### config.mk
export PLATFORM = sky130hd
export DESIGN_NAME = param_updown_counter_flat
export DESIGN_NICKNAME = d
export VERILOG_FILES = /design/src/rtl/param_updown_counter_if.sv /design/src/rtl/param_updown_counter.sv /design/src/flat_wrapper.sv
export SDC_FILE = /design/constraint.sdc
export NUM_CORES = 1
export LEC_CHECK = 0
export CAP_MARGIN = 15
export CORE_MARGIN = 3
export CORE_UTILIZATION = 30
export DETAILED_ROUTE_END_ITERATION = 16
export SLEW_MARGIN = 0
export SYNTH_ARGS = -nofsm -noshare
export SYNTH_HDL_FRONTEND = slang
export SYNTH_SLANG_ARGS = --single-unit
### constraint.sdc
create_clock -name clk -period 6.2 [get_ports clk]
set_input_delay 0.62 -clock clk [delete_from_list [all_inputs] [get_ports clk]]
set_output_delay 0.62 -clock clk [all_outputs]
set_load 0.1 [all_outputs]
### src/rtl/param_updown_counter_if.sv
// Control/status bundle for param_updown_counter.
// The master drives the controls and observes count/tc/busy; the counter is the slave.
interface param_updown_counter_if #(
   parameter int unsigned WIDTH = 8
) ();
   logic             en;
   logic             up_dn;
   logic [1:0]       mode;
   logic             load;
   logic [WIDTH-1:0] load_val;
   logic             start;
   logic [WIDTH-1:0] count;
   logic             tc;
   logic             busy;

   modport master (
      output en, up_dn, mode, load, load_val, start,
      input  count, tc, busy
   );

   modport slave (
      input  en, up_dn, mode, load, load_val, start,
      output count, tc, busy
   );
endinterface

### src/rtl/param_updown_counter.sv
// Parametrised up/down counter with wrap, saturate and one-shot modes.
// Optional prescaler enabled by defining COUNTER_PRESCALE_EN (adds PRESCALE parameter).
module param_updown_counter #(
   parameter int unsigned WIDTH    = 8,
   parameter int unsigned MAX_VAL  = 2**WIDTH - 1,
   parameter int unsigned RST_VAL  = 0
`ifdef COUNTER_PRESCALE_EN
   ,
   parameter int unsigned PRESCALE = 4
`endif
) (
   input logic                   clk,
   input logic                   rst_n,
   param_updown_counter_if.slave cnt_if
);

   localparam logic [WIDTH-1:0] MaxV        = WIDTH'(MAX_VAL);
   localparam logic [WIDTH-1:0] RstV        = WIDTH'(RST_VAL);
   localparam logic [WIDTH-1:0] Zero        = '0;
   localparam logic [WIDTH-1:0] One         = WIDTH'(1);
   localparam logic [1:0]       ModeSat     = 2'b01;
   localparam logic [1:0]       ModeOneShot = 2'b10;

   typedef enum logic [1:0] {StIdle, StRun, StDone} state_e;

   state_e           state_q, state_d;
   logic [WIDTH-1:0] count_q, count_d;
   logic             tc_q, tc_d;
   logic             busy_q, busy_d;

   logic             is_oneshot;
   logic [WIDTH-1:0] limit;
   logic [WIDTH-1:0] nxt;
   logic             wrapped;
   logic             at_limit;
   logic             step_qual;
   logic             tick;

   assign is_oneshot = (cnt_if.mode == ModeOneShot);
   assign limit      = cnt_if.up_dn ? MaxV : Zero;
   assign at_limit   = (count_q == limit);
   assign step_qual  = cnt_if.en && !cnt_if.load && (!is_oneshot || state_q == StRun);

`ifdef COUNTER_PRESCALE_EN
   localparam int unsigned PsW  = (PRESCALE > 2) ? $clog2(PRESCALE) : 1;
   localparam logic [PsW-1:0] PsLast = PsW'(PRESCALE - 1);

   logic [PsW-1:0] ps_q, ps_d;

   assign tick = (ps_q == PsLast);

   always_comb begin
      ps_d = ps_q;
      if (cnt_if.load || cnt_if.start) begin
         ps_d = '0;
      end else if (step_qual) begin
         ps_d = tick ? '0 : ps_q + PsW'(1);
      end
   end

   always_ff @(posedge clk or negedge rst_n) begin
      if (!rst_n) begin
         ps_q <= '0;
      end else begin
         ps_q <= ps_d;
      end
   end
`else
   assign tick = 1'b1;
`endif

   // Candidate next value in the current direction, folded back into 0..MAX_VAL.
   always_comb begin
      wrapped = 1'b0;
      if (cnt_if.up_dn) begin
         if (count_q >= MaxV) begin
            nxt     = Zero;
            wrapped = 1'b1;
         end else begin
            nxt = count_q + One;
         end
      end else begin
         if (count_q == Zero) begin
            nxt     = MaxV;
            wrapped = 1'b1;
         end else begin
            nxt = count_q - One;
         end
      end
   end

   always_comb begin
      count_d = count_q;
      tc_d    = 1'b0;
      state_d = state_q;

      if (cnt_if.load) begin
         count_d = (cnt_if.load_val > MaxV) ? MaxV : cnt_if.load_val;
      end else if (step_qual && tick) begin
         if (cnt_if.mode == ModeSat) begin
            if (!at_limit) begin
               count_d = nxt;
               tc_d    = (nxt == limit);
            end
         end else if (!is_oneshot) begin
            count_d = nxt;
            tc_d    = wrapped;
         end
      end

      if (!is_oneshot) begin
         state_d = StIdle;
      end else begin
         unique case (state_q)
            StIdle: if (cnt_if.start) state_d = StRun;
            StRun: begin
               // A load cycle leaves the FSM alone.
               if (!cnt_if.load) begin
                  if (at_limit) begin
                     state_d = StDone;
                     tc_d    = 1'b1;
                  end else if (step_qual && tick) begin
                     count_d = nxt;
                     if (nxt == limit) begin
                        state_d = StDone;
                        tc_d    = 1'b1;
                     end
                  end
               end
            end
            StDone:  state_d = StIdle;
            default: state_d = StIdle;
         endcase
      end

      busy_d = (state_d == StRun);
   end

   always_ff @(posedge clk or negedge rst_n) begin
      if (!rst_n) begin
         state_q <= StIdle;
         count_q <= RstV;
         tc_q    <= 1'b0;
         busy_q  <= 1'b0;
      end else begin
         state_q <= state_d;
         count_q <= count_d;
         tc_q    <= tc_d;
         busy_q  <= busy_d;
      end
   end

   assign cnt_if.count = count_q;
   assign cnt_if.tc    = tc_q;
   assign cnt_if.busy  = busy_q;

endmodule

### src/flat_wrapper.sv
// flat-port wrapper written by rule: the top's interface ports become plain ports
module param_updown_counter_flat 
#(
   parameter int unsigned WIDTH    = 8,
   parameter int unsigned MAX_VAL  = 2**WIDTH - 1,
   parameter int unsigned RST_VAL  = 0

)
  (clk, rst_n, cnt_if_en, cnt_if_up_dn, cnt_if_mode, cnt_if_load, cnt_if_load_val, cnt_if_start, cnt_if_count, cnt_if_tc, cnt_if_busy);
  param_updown_counter_if #(.WIDTH(WIDTH)) cnt_if_i ();
  input logic clk;
  input logic rst_n;
  input wire logic [$bits(cnt_if_i.en)-1:0] cnt_if_en;
  input wire logic [$bits(cnt_if_i.up_dn)-1:0] cnt_if_up_dn;
  input wire logic [$bits(cnt_if_i.mode)-1:0] cnt_if_mode;
  input wire logic [$bits(cnt_if_i.load)-1:0] cnt_if_load;
  input wire logic [$bits(cnt_if_i.load_val)-1:0] cnt_if_load_val;
  input wire logic [$bits(cnt_if_i.start)-1:0] cnt_if_start;
  output wire logic [$bits(cnt_if_i.count)-1:0] cnt_if_count;
  output wire logic [$bits(cnt_if_i.tc)-1:0] cnt_if_tc;
  output wire logic [$bits(cnt_if_i.busy)-1:0] cnt_if_busy;
  assign cnt_if_i.en = cnt_if_en;
  assign cnt_if_i.up_dn = cnt_if_up_dn;
  assign cnt_if_i.mode = cnt_if_mode;
  assign cnt_if_i.load = cnt_if_load;
  assign cnt_if_i.load_val = cnt_if_load_val;
  assign cnt_if_i.start = cnt_if_start;
  assign cnt_if_count = cnt_if_i.count;
  assign cnt_if_tc = cnt_if_i.tc;
  assign cnt_if_busy = cnt_if_i.busy;
  param_updown_counter #(.WIDTH(WIDTH), .MAX_VAL(MAX_VAL), .RST_VAL(RST_VAL)) u_core (.clk(clk), .rst_n(rst_n), .cnt_if(cnt_if_i));
endmodule
-- Word level (Yosys, flattened, before mapping)
Index checks and enable logic that the tools add are counted.
- bitwise logic cells: 0
- multipliers: 0
- muxes and demuxes: 36
- $add $sub $neg: 2
- shifts and indexed selects: 0
- order comparisons: 2
- divide/modulo/power cells: 0
- eq/ne operators: 6
- reductions and logical operators: 7
- operator list (cell ; count):
    two-way mux 8 bit ; 15
    equality test 8 bit ; 2
    two-way mux 1 bit ; 14
    two-way mux 2 bit ; 6
    adder 8 x 1 -> 8 bit (second input constant) ; 1
    >= comparator 8 bit (second input constant) ; 1
    > comparator 8 bit (second input constant) ; 1
    logical NOT 8 bit ; 1
    subtractor 8 x 1 -> 8 bit (second input constant) ; 1
    equality test 2 x 1 -> 1 bit (second input constant) ; 3
    case mux 2 bit (2 select lines) ; 1
    equality test 2 bit (second input constant) ; 1
    logical AND 1 bit ; 2
    logical NOT 1 bit ; 2
    logical NOT 2 bit ; 1
    logical OR 1 bit ; 1
- bits in writable memories: 0
- register bits after elaboration: 12
- word-level logic and storage cells: 57
- latch bits: 0
- input port bits: 16
- bits in read-only memories: 0
- memories kept: 0
- output and inout port bits: 10

-- Depth between registers and ports, before layout
- word-level depth: 14
- mapped depth: 9
- mapped depth without buffers: 8

-- Worst setup path before layout
OpenSTA, ideal clock, no wires.
- path type: register -> register
- start: register u_core.count_q[0] (netlist: u_core.cnt_if.count[0])
- end: register u_core.busy_q (netlist: u_core.cnt_if.busy)
- required time: 6076 ps
- path buffers: 1
- slack: 3303 ps
- period minus slack after synthesis: 2897 ps
- stages on the path, launching flop included: 9
- setup time: 124 ps
- data arrival time: 2773 ps
- cell sequence: dfrtp_1 -> buf_2 -> inv_1 -> ha_1 -> or4b_4 -> or4_4 -> nand3_1 -> a32oi_1 -> o31a_1
- longest elaborated chain between the ends: 11
- elaborated cells between the ends (all ways): 16
- classes of those cells: 2 x add/sub; 1 x order compare; 3 x eq/ne; 9 x mux; 1 x reduce/logical
- ends and longest elaborated chain (what ; line ; source):
    start, declared ; param_updown_counter.sv:27 ; logic [WIDTH-1:0] count_q, count_d;
    start signal, assigned ; param_updown_counter.sv:142 ; count_q <= RstV;
    start signal, assigned ; param_updown_counter.sv:147 ; count_q <= count_d;
    subtractor 8 x 1 -> 8 bit, or another cell as far along ; param_updown_counter.sv:87 ; nxt = count_q - One;
    two-way mux 8 bit, on equally long branches ; param_updown_counter.sv:83, param_updown_counter.sv:76 ;
    two-way mux 8 bit ; param_updown_counter.sv:75 ; if (cnt_if.up_dn) begin
    equality test 8 bit ; param_updown_counter.sv:124 ; if (nxt == limit) begin
    two-way mux 2 bit ; param_updown_counter.sv:124 ;
    two-way mux 2 bit ; param_updown_counter.sv:122 ; end else if (step_qual && tick) begin
    two-way mux 2 bit * ; param_updown_counter.sv:119 ; if (at_limit) begin
    two-way mux 2 bit * ; param_updown_counter.sv:118 ; if (!cnt_if.load) begin
    case mux 2 bit (2 select lines) * ; param_updown_counter.sv:114 ; unique case (state_q)
    two-way mux 2 bit * ; param_updown_counter.sv:111 ; if (!is_oneshot) begin
    equality test 2 x 1 -> 1 bit * ; param_updown_counter.sv:136 ; busy_d = (state_d == StRun);
    net u_core.busy_d ; param_updown_counter.sv:29 ; logic busy_q, busy_d;
    end signal, assigned ; param_updown_counter.sv:149 ; busy_q <= busy_d;
    end, declared ; param_updown_counter.sv:29 ;
The timed path passes the listed nets; every way through them passes the cells marked *.

-- Final worst setup path
- start: input cnt_if_up_dn
- end: register u_core.count_q[4] (netlist: u_core.cnt_if.count[4])
- longest elaborated chain between the ends: 11
- elaborated cells between the ends (all ways): 13
- classes of those cells: 1 x eq/ne; 12 x mux
- ends and longest elaborated chain (what ; line ; source):
    start, declared ; flat_wrapper.sv:14 ; input wire logic [$bits(cnt_if_i.up_dn)-1:0] cnt_if_up_dn;
    two-way mux 8 bit ; param_updown_counter.sv:40 ; assign limit = cnt_if.up_dn ? MaxV : Zero;
    equality test 8 bit ; param_updown_counter.sv:41 ; assign at_limit = (count_q == limit);
    two-way mux 8 bit ; param_updown_counter.sv:101 ; if (!at_limit) begin
    two-way mux 8 bit ; param_updown_counter.sv:100 ; if (cnt_if.mode == ModeSat) begin
    two-way mux 8 bit ; param_updown_counter.sv:99 ; end else if (step_qual && tick) begin
    two-way mux 8 bit ; param_updown_counter.sv:97 ; if (cnt_if.load) begin
    two-way mux 8 bit ; param_updown_counter.sv:122 ;
    two-way mux 8 bit ; param_updown_counter.sv:119 ;
    two-way mux 8 bit ; param_updown_counter.sv:118 ;
    two-way mux 8 bit ; param_updown_counter.sv:114 ;
    two-way mux 8 bit * ; param_updown_counter.sv:111 ;
    net u_core.count_d[4] ; param_updown_counter.sv:27 ;
Marks and branches as above.

==> results.toml <==
[pwr]
power.density_nw_per_um2 = 221.4
internal_power_uw = 176.0
p_seq_frac = 0.341
sw_frac_of_total = 0.4552
power_uw = 323.0
ir_drop_mv = 0.09193
clkPwrFrac = 0.209
leakage_nw = 0.5404
combPwrFrac = 0.450
p_switching_uw = 147.0

[synth]
yosysWarnings = 0
synth-async-reset-ratio = 1.000
syn_avg_cell_area_um2 = 7.921
synthCells = 148
synth_nets = 166
synth-main-ff-cell = "dfrtp_1"
ys_types = 46
synth_seq_area_share = 0.2561
synth_seq_cells = 12
syn_area_um2 = 1172
synth-edff-count = 0

[worst_setup_path]
crit_path_start = "cnt_if_up_dn"
reg2reg_depth = 8
start_kind = "input pin"
end_kind = "register"
crit_type = "input pin to register"
reg2reg_from = "u_core.cnt_if.count[0]"
cp-endpoint = "u_core.cnt_if.count[4]"
path_max_fanout = 10
r2r-end = "u_core.cnt_if.busy"
crit_arrival_ns = 3.02
reg2reg_slack_ns = 3.60
required_ns = 6.32

[floorplanning]
die_w_um = 68.52
std_cell_rows = 22
ioPinCount = 26
initial_core_util = 0.3155
coreArea_um2 = 3716
die_h_um = 68.52
die-area_um2 = 4694

[layout]
nets = 186
area_growth_pct = 24.44
n_antenna_cell = 0
drive_gt1_frac = 0.08434
post-route-util = 0.3926

[clock_tree]
cts_sinks = 12
path_clk_slew_ns = 0.05
numCtsBuffers = 3
cts_resized = 0
cts-root-buf = "clkbuf_8"
worst_skew_pair.late_latency_ns = 0.24
clock_path_buffers = 2
cts_tree = "yes"
htreeDepth = 1
hold_buffers = 0
cts_setup_buffers = 0

[sta]
finalCritPeriodShare = 0.4677
rsz0062_at_grt = "false"
slew_violations = 0
skew_ns = 0.007212
max_freq_ghz = 0.3448
setup_slack_ns = 3.300
period_needed_ns = 2.900
setup_violations = 0
fin_setup_tns_ns = 0
slew_headroom = 0.3450
worst_slew_pin_slew_ns = 0.9794
hold_viol = 0
whs_ns = 0.5739

[outcome]
status = "finished clean"

[global_route]
grt_max_degree = 16
track_usage = 0.1509
antenna_found_initial = 0
grt_pass1_wl_um = 5451
grt-ovfl-total = 0
grt_pass1_vias = 1116

[placed_design]
portBuffers = 25
place_hpwl_um = 2519
pre_cts_slack_ns = 3.062
place.gp.congestion = 0.9048

[drt]
dr.pass1.iters = 4
drt_iter0_drc = 110
wirelength_um = 3151
via_per_inst = 5.575
drt_drc_violations_left = 0
antenna_left = 0
vias = 1193
wl_per_cell_um = 14.72

[flow_run]
maxCapViolCount = 0

[hold_path]
hold_start = "u_core.state_q[1]"
hp-class = "register to register"
[layout by cell type (no fill, tap or decap), types with 3 or more instances in the layout]
master            n
a21oi_1           4
inv_1             7
or4_4             3
xor2_1            3
o21ai_0           9
nand2_1          21
nor4_1            4
mux2i_1           3
clkdlybuf4s50_1  25
o31ai_1           5
nand3_1           7
clkbuf_8          3
nor2_1           11
dfrtp_1          12
nor3_1            4
xnor2_1           3
[worst max-delay path, stage by stage]
cell	delay, ns
clkdlybuf4s50_1	0.60
or4_4	0.64
nor4_4	0.25
nor3_2	0.10
or2_1	0.33
mux2i_1	0.15
a221o_1	0.31
[metrics by stage]
stage,area [um^2],instances
floorplan,1172,148
global placement,1418,211
detailed placement,1418,211
CTS,1459,214
global route,1459,214
finish,1459,214
[synth_stat cells (2+ instances only)]
master	number	area, um^2
mux2i_1	3	30.03
clkbuf_1	2	7.510
a32oi_1	2	17.52
nor3_1	4	20.02
nand3_1	7	35.03
nor4_1	4	25.02
o2111ai_1	2	17.52
nand4_1	2	12.51
nor3_2	2	20.02
o211ai_1	2	15.01
o311ai_1	2	17.52
nand2_1	21	78.83
nor3b_1	2	15.01
a221o_1	2	20.02
buf_6	3	33.78
xor2_1	3	26.28
a21oi_1	4	20.02
nand2b_1	2	12.51
o21ai_0	9	45.04
nor2_1	11	41.29
buf_2	4	20.02
or4_4	3	33.78
o31ai_1	5	37.54
xnor2_1	3	26.28
a21boi_0	2	15.01
o22ai_1	2	12.51
o31a_1	2	17.52
or2_2	2	12.51
ha_1	2	25.02
dfrtp_1	12	300.3
inv_1	7	26.28
[registers in the layout, summed over array words and instances, names as in the netlist]
signal	flops
u_core.cnt_if.count	8
u_core.state_q	2
u_core.cnt_if.busy	1
u_core.cnt_if.tc	1
[power groups by stage]
stage	registers, mW	logic [mW]	clock network (mW)
after floorplan	0.146	0.0717	0
after global placement	0.111	0.145	0
after detailed placement	0.111	0.145	0
after CTS	0.110	0.146	0.0706
after global routing	0.114	0.156	0.0744
final	0.110	0.145	0.0676
[final cells by class]
class                           instances  area [um^2]
Clock buffer                            3        41.29
Fill cell                             382         2257
Inverter                                7        26.28
Multi-Input combinational cell        119        780.7
Sequential cell                        12        300.3
Tap cell                               48        60.06
Timing Repair Buffer                   25        250.2
[kinds of logic after synthesis]
| family | synth area share |
|---|---|
| muxes | 0.03522 |
| and+or+nand+nor | 0.3319 |
| buffers and inverters | 0.07791 |
| DFF | 0.2561 |
| adders and majority gates | 0.02134 |
| AOI/OAI and AO/OA | 0.2327 |
| xor gates and xnor gates | 0.04483 |
[worst min path at each step]
stage | endpoint | cells after the start
2_1_floorplan | u_core.cnt_if.busy | 0
3_3_place_gp | u_core.state_q[0] | 2
3_5_place_dp | u_core.state_q[0] | 2
4_1_cts | u_core.state_q[0] | 2
5_1_grt | u_core.state_q[0] | 2
6_report | u_core.state_q[0] | 2
[layer usage]
metal  global-route usage  vias to the layer above  wire length [um]
li1                     -                      591                 -
met1               0.2151                      571              1415
met2               0.2431                       27              1579
met3              0.01297                        4               132
met4              0.03970                        0                25
met5                    0                        -                 0
No activity file was read; power rests on OpenSTA's default activity.
==> RTL edit (config.mk and constraints unchanged) <==
`WIDTH` is set to 8 in 3 places; all go to 9.
--- a/src/rtl/param_updown_counter_if.sv
+++ b/src/rtl/param_updown_counter_if.sv
@@ -2,5 +2,5 @@
 // The master drives the controls and observes count/tc/busy; the counter is the slave.
 interface param_updown_counter_if #(
-   parameter int unsigned WIDTH = 8
+   parameter int unsigned WIDTH = 9
 ) ();
    logic             en;
--- a/src/rtl/param_updown_counter.sv
+++ b/src/rtl/param_updown_counter.sv
@@ -2,5 +2,5 @@
 // Optional prescaler enabled by defining COUNTER_PRESCALE_EN (adds PRESCALE parameter).
 module param_updown_counter #(
-   parameter int unsigned WIDTH    = 8,
+   parameter int unsigned WIDTH    = 9,
    parameter int unsigned MAX_VAL  = 2**WIDTH - 1,
    parameter int unsigned RST_VAL  = 0
--- a/src/flat_wrapper.sv
+++ b/src/flat_wrapper.sv
@@ -2,5 +2,5 @@
 module param_updown_counter_flat 
 #(
-   parameter int unsigned WIDTH    = 8,
+   parameter int unsigned WIDTH    = 9,
    parameter int unsigned MAX_VAL  = 2**WIDTH - 1,
    parameter int unsigned RST_VAL  = 0
Ports: changed (resized cnt_if_count and cnt_if_load_val); port bits go from 26 to 28. No check against the original RTL was run, so the function may have changed too.
==> RTL edit against the unedited design <==
- power is 15% higher
- cell area up 17%
- routed wire length grew 30%
- setup slack worse by 0.48 ns
- synthesized area grew 20%
- die area is 18% higher
- sequential power rose by 5%
- sequential cell count is 1 higher
==> RTL edit: results (changes against the unedited design) <==
first_global_vias: 1359  # +22%
fin_skew_ns: 0.00225  # -0.00496 ns
synth_top_cells_by_area: "dfrtp_1 (23%), nand2_1 (6.9%), o21ai_0 (4.6%)"
wire_length_of_the_first_global_routing_pass_mm: 6.71  # +23%
cp_top_family: "compound AO/OA/AOI/OAI gates"
clkCellAreaFrac_pct: 2.63  # -0.20 points
portBuffers: 27  # +8.0%
fill_cell_count: 476  # +25%
hold_path_depth: 1  # -1
layoutNonFillerInstCount: 254  # +19%
ys_seq_area_share_pct: 23.2  # -2.5 points
use_met1_pct: 22.1  # +0.54 points
design_area_um2: 1710  # +17%
post_synth_num_cell_types: 54  # +17%
critPathSlowestCell: "dfrtp_1"
gpl.final_weighted_congestion: 0.936  # +3.5%
timing.critical_path.fanout_max: 11  # +1
avgSynthCellArea_um2: 7.60  # -4.1%
tightest_slew_margin_relative_to_the_limit_pct: 34.9  # +0.38 points
detailedRoute.firstIterationViolations: 169  # +54%
grt_util_met2_pct: 23.6  # -0.70 points
combinationalPower_uw: 177  # +22%
p_leak_uw: 0.000633  # +17%
numClockSinks: 13  # +1
wl_met2_mm: 1.85  # +17%
worstRegToRegCells: 10  # +2
grt_start_max_net_pins: 18  # +2
grt_use_met3_pct: 3.51  # +2.2 points
final_wirelength_mm: 4.10  # +30%
ir_worst_vdd_mv: 0.0697  # -24%
p_int_uw: 198  # +12%
post_synth_xor_area_fraction_pct: 3.74  # -0.74 points
detail_route.vias_per_cell: 5.91  # +5.9%
synth_fp_nets: 206  # +24%
status: "finished, final reports clean"
design_power_total_uw: 372  # +15%
synth_commonest_cells: "nand2_1 (26), dfrtp_1 (13), o21ai_0 (13), clkbuf_1 (8), nor3_1 (8)"
multi_input_area_um2: 978  # +25%
buffers_excl_clock: 27  # +8.0%
synth_mux_area_share_pct: 3.65  # +0.13 points
layout.buffer.nonclock.area_share_pct: 15.8  # -1.4 points
gr-usage-all-layers_pct: 15.4  # +0.29 points
yosys.area_share.adder_pct: 3.56  # +1.4 points
wirelength_met1_mm: 1.99  # +40%
fin_nets: 224  # +20%
post_cts_resized: 0  # unchanged
cp_slowest_stage_delay_ns: 0.49  # -0.15 ns
met3_wirelength_um: 238  # +80%
clockBufferCount: 4  # +1
RTL edit: changes by cell type after synthesis, moves of 4 or more:
cell      unedited run  this run
nand2_1             21        26
clkbuf_1             2         8
or4_1                1         5
nor2_1              11         7
o21ai_0              9        13
nor3_1               4         8
RTL edit: final timing paths:
check	from	endpoint	slack, ns
worst max-delay path	u_core.cnt_if.count[0]$_DFF_PN0_	u_core.state_q[0]$_DFF_PN0_	2.82
worst min-delay path	u_core.state_q[1]$_DFF_PN0_	u_core.state_q[1]$_DFF_PN0_	0.46
worst max register to register	u_core.cnt_if.count[0]$_DFF_PN0_	u_core.state_q[0]$_DFF_PN0_	2.82
worst min register to register	u_core.state_q[1]$_DFF_PN0_	u_core.state_q[1]$_DFF_PN0_	0.46
max in group asynchronous	rst_n	u_core.cnt_if.count[4]$_DFF_PN0_	4.98
min in group asynchronous	rst_n	u_core.cnt_if.count[2]$_DFF_PN0_	0.79
